**src/rtl/gate_array_bist.sv**
```systemverilog
// WIDTH-slice registered 2-input gate array with eight selectable functions
// and a built-in self-test that sweeps all mode/operand vectors against a golden table.

module gate_slice (
    input  logic [2:0] mode,
    input  logic       a,
    input  logic       b,
    output logic       y
);
    always_comb begin
        case (mode)
            3'b000:  y = a & b;
            3'b001:  y = a | b;
            3'b010:  y = ~(a & b);
            3'b011:  y = ~(a | b);
            3'b100:  y = a ^ b;
            3'b101:  y = ~(a ^ b);
            3'b110:  y = ~a;
            default: y = a;
        endcase
    end
endmodule

module gate_array_bist #(
    parameter int WIDTH = 4
) (
    input  logic             CLK,
    input  logic             RST_N,
    input  logic             EN,
    input  logic [2:0]       MODE,
    input  logic [WIDTH-1:0] A,
    input  logic [WIDTH-1:0] B,
    input  logic             INJ,
    output logic [WIDTH-1:0] Y,
    output logic             VALID,
    input  logic             BIST_START,
    output logic             BIST_BUSY,
    output logic             BIST_DONE,
    output logic             BIST_FAIL,
    output logic [4:0]       BIST_FAIL_IDX
);
    typedef enum logic [1:0] {IDLE, RUN, DONE} state_t;

    // Expected output per vector v = {mode, a, b}; nibble per mode, bit index {a,b}.
    localparam logic [31:0] GOLDEN = 32'hC396_17E8;

    state_t           state, state_nxt;
    logic [4:0]       cnt;
    logic             drain;
    logic             cmp_vld;
    logic [4:0]       cmp_idx;
    logic             apply, accept, capture, mismatch;
    logic [2:0]       op_mode;
    logic [WIDTH-1:0] op_a, op_b, res, y_nxt;

    always_ff @(posedge CLK or negedge RST_N) begin
        if (!RST_N) state <= IDLE;
        else        state <= state_nxt;
    end

    always_comb begin
        state_nxt = state;
        case (state)
            IDLE:    if (BIST_START) state_nxt = RUN;
            RUN:     if (drain)      state_nxt = DONE;
            DONE:    state_nxt = IDLE;
            default: state_nxt = IDLE;
        endcase
    end

    always_comb begin
        BIST_BUSY = (state == RUN);
        apply     = (state == RUN) && !drain;
        accept    = (state == IDLE) && BIST_START;
        capture   = (state == IDLE) && EN && !BIST_START;
    end

    always_comb begin
        if (state == RUN) begin
            op_mode = cnt[4:2];
            op_a    = {WIDTH{cnt[1]}};
            op_b    = {WIDTH{cnt[0]}};
        end else begin
            op_mode = MODE;
            op_a    = A;
            op_b    = B;
        end
    end

    gate_slice u_slice [WIDTH-1:0] (
        .mode (op_mode),
        .a    (op_a),
        .b    (op_b),
        .y    (res)
    );

    always_comb begin
        y_nxt    = res;
        y_nxt[0] = res[0] ^ INJ;
        mismatch = cmp_vld && (Y != {WIDTH{GOLDEN[cmp_idx]}});
    end

    always_ff @(posedge CLK or negedge RST_N) begin
        if (!RST_N) begin
            Y     <= '0;
            VALID <= 1'b0;
        end else begin
            VALID <= capture;
            if (capture || apply) Y <= y_nxt;
        end
    end

    // Compare stage trails the applied vector by one cycle; drain covers the final compare.
    always_ff @(posedge CLK or negedge RST_N) begin
        if (!RST_N) begin
            cnt     <= '0;
            drain   <= 1'b0;
            cmp_vld <= 1'b0;
            cmp_idx <= '0;
        end else if (accept) begin
            cnt     <= '0;
            drain   <= 1'b0;
            cmp_vld <= 1'b0;
        end else begin
            cmp_vld <= apply;
            if (apply) begin
                cmp_idx <= cnt;
                cnt     <= cnt + 5'd1;
                if (cnt == 5'd31) drain <= 1'b1;
            end
        end
    end

    always_ff @(posedge CLK or negedge RST_N) begin
        if (!RST_N) begin
            BIST_DONE     <= 1'b0;
            BIST_FAIL     <= 1'b0;
            BIST_FAIL_IDX <= '0;
        end else if (accept) begin
            BIST_DONE     <= 1'b0;
            BIST_FAIL     <= 1'b0;
            BIST_FAIL_IDX <= '0;
        end else begin
            if (state == RUN && drain) BIST_DONE <= 1'b1;
            if (mismatch && !BIST_FAIL) begin
                BIST_FAIL     <= 1'b1;
                BIST_FAIL_IDX <= cmp_idx;
            end
        end
    end
endmodule

```
**config.mk**
```make
export PLATFORM = sky130hd
export DESIGN_NAME = gate_array_bist
export DESIGN_NICKNAME = d
export VERILOG_FILES = /design/src/rtl/gate_array_bist.sv
export SDC_FILE = /design/constraint.sdc
export NUM_CORES = 1
export LEC_CHECK = 0
export ABC_AREA = 1
export CORE_AREA = 2 2 83 85
export DETAILED_ROUTE_END_ITERATION = 8
export DIE_AREA = 0 0 85 87
export PLACE_DENSITY = 0.56
export SKIP_CTS_REPAIR_TIMING = 1
export SYNTH_ARGS = -nofsm -noshare
export SYNTH_HDL_FRONTEND = slang
export SYNTH_SLANG_ARGS = --single-unit
```
**constraint.sdc**
```tcl
create_clock -name CLK -period 4.65 [get_ports CLK]
set_input_delay 1.395 -clock CLK [delete_from_list [all_inputs] [get_ports CLK]]
set_output_delay 1.395 -clock CLK [all_outputs]
set_load 0.01 [all_outputs]
```
==> flow_summary.toml <==
[cts]
clkTransAtPathRegs_ns = 0.09
cts_tree = "done"
clock_latency_ns = 0.27
numCtsBuffers = 3
clock_sinks = 26
htreeDepth = 1
cts-root-buf = "clkbuf_8"
cts_buffer_depth = 2

[grt]
antenna_found_initial = 0
grtUsageTotal_pct = 12.92
grt_max_degree = 27
grt_pass1_vias = 1658
grt_pass1_wl_um = 7741
grt.overflow.total = 0

[routing]
wl_per_cell_um = 11.75
dr.pass1.iters = 4
ant_nets = 0
initialDrtViolationCount = 39
totalWireLength_um = 4535
num_vias = 1778
drc = 0
viasPerCell = 4.606

[timing]
finalHoldViolations = 0
setup_viol = 0
fin_setup_tns_ns = 0
rsz0062_at_grt = "false"
final.min_clock_period_ns = 3.321
setup_ws_ns = 1.329
hold_ws_ns = 0.5084
max_slew_margin_pct = 63.83
max_freq_mhz = 301.1
worst_pin_slew_ns = 0.5405
maxSlewViolCount = 0
clock_skew_ns = 0.003973
fin_crit_sh_pct = 71.41

[placement]
hpwl_um = 3599
place_inst = 382
gp_congestion = 0.7848
port_buffers = 28
placedInstanceArea_mm2 = 0.002272
dp_slack_ns = 1.318

[setup_path]
path_max_fanout = 12
crit_path_start_kind = "flip-flop"
endpoint_kind = "output pin"
crit_required_ns = 3.25
reg2regPathDepth = 9
criticalPathCategory = "reg -> out"
critPathArrivalTime_ns = 1.93

[logic_synthesis]
yosys_warnings = 0
syn_nets = 307
yosysTopAreaCell = "dfrtp_1"
synth.avg_cell_area_um2 = 6.911
netlist_top_cells_area = "dfrtp_1 (34%), nand2_1 (15%), inv_1 (9.6%)"
ys_seq_area_share_pct = 33.99
ys_types = 24
synth_area_mm2 = 0.001914
synth_top_cell_area_share_pct = 33.99
ys_ff_latch = 26
synth_cells = 277

[job]
max-cap-violations = 0

[power_and_ir_drop]
leakagePower_nw = 1.248
vdd.ir_drop.worst_uv = 238.7
powerDensity_mw_per_mm2 = 734.3

[layout]
drive_gt1_share_pct = 6.863
antenna_cells = 0
nNetsFinal = 337
final_area_mm2 = 0.002344
fin_cells = 386
area_growth_syn_to_layout_pct = 22.42
fillCellCount = 695

[die]
rows = 30
fp.dieArea_mm2 = 0.007395
die_x_um = 85
pin_count = 29
die_h_um = 87
initial_core_util_pct = 29.14
coreArea_mm2 = 0.006569

[min_path]
hold_path_depth = 2
hold_class = "reg -> reg"

[outcome]
status = "complete, no violations"
==> cell usage after synthesis <==
master    number
clkbuf_1       2
nand2_1       76
nor3_1         2
o211ai_1       2
nand3b_1       1
o22ai_1        3
o221ai_1       1
clkinv_1       1
inv_1         49
ha_1          14
buf_6          2
nand4_1        4
nor2_1        21
nor2_4         2
o21ai_0       22
a21oi_1        7
nor2_8         1
nand2_4        3
nand3_1       25
nand2_2        4
inv_2          4
dfrtp_1       26
nor3_2         2
o21ai_1        3
==> flip-flops by register name (all words and copies together), names as in the netlist <==
signal / cells
BIST_FAIL_IDX: 5
cmp_idx: 5
cnt: 5
Y: 4
state: 2
BIST_DONE: 1
BIST_FAIL: 1
VALID: 1
cmp_vld: 1
drain: 1
==> worst max-delay path, stage by stage (launching register included) <==
cell	delay [ns]
dfrtp_1	0.46
nand2_2	0.33
clkinv_1	0.31
clkdlybuf4s50_1	0.55
==> power breakdown <==
part	switching (W)	internal [W]
logic	0.000704	0.000422
clock network	0.0000734	0.000115
registers	0.0000785	0.000327
==> cells by family after synthesis <==
logic type,count (synthesis),synth area share (%)
adders and majority gates,14,9.150
AOI/OAI and AO/OA,38,10.59
and+or+nand+nor,141,34.12
DFF,26,33.99
buffers and inverters,58,12.16
==> path summary, 6_finish.rpt <==
path                                           start                            to  slack [ns]
worst max register to register  state[0]$_DFFE_PN0P_              Y[2]$_DFFE_PN0P_        2.08
max in group asynchronous                      RST_N              Y[3]$_DFFE_PN0P_        2.91
worst max-delay path            state[0]$_DFFE_PN0P_                     BIST_BUSY        1.33
min in group asynchronous                      RST_N  BIST_FAIL_IDX[0]$_DFFE_PN0P_        1.49
worst min-delay path                Y[0]$_DFFE_PN0P_              Y[0]$_DFFE_PN0P_        0.51
worst min register to register      Y[0]$_DFFE_PN0P_              Y[0]$_DFFE_PN0P_        0.51
==> routing by layer <==
metal  routed length, µm  global-route usage [%]  vias to the layer above
met4                  34                   3.030                        0
li1                    -                       -                      935
met3                  82                   2.085                        2
met5                   0                       0                        -
met1                2292                   17.90                      821
met2                2127                   21.16                       20
==> cell usage in the layout, fill, tap and decap left out, types with 3 or more instances in the layout <==
cell,count
ha_1,14
nand2_4,3
nand2_1,76
nand3_1,25
a21oi_1,7
inv_2,4
nand2_2,4
dfrtp_1,26
o22ai_1,3
o21ai_1,3
o21ai_0,22
clkbuf_8,3
inv_1,49
nor2_1,21
nand4_1,4
clkdlybuf4s50_1,28
==> area by class of cell <==
cell class / count / area [µm²] / share of cell area [%]
clock inverter: 1 / 30.03 / 1.281
clock buffer: 3 / 41.29 / 1.762
multi-input combinational: 193 / 1031 / 43.99
sequential: 26 / 650.6 / 27.76
tap: 80 / 100.1 / 4.271
timing repair buffer: 29 / 287.8 / 12.28
inverter: 54 / 202.7 / 8.649
==> metrics by stage <==
step                      total power [W]  utilization [%]
after floorplan                  0.001230                -
after global placement           0.001530            34.59
after detailed placement         0.001545            34.59
after CTS                        0.001742            35.68
after global routing             0.001937            35.68
final                            0.001721            35.68
Note: power is estimated with default switching activity, not from simulation.
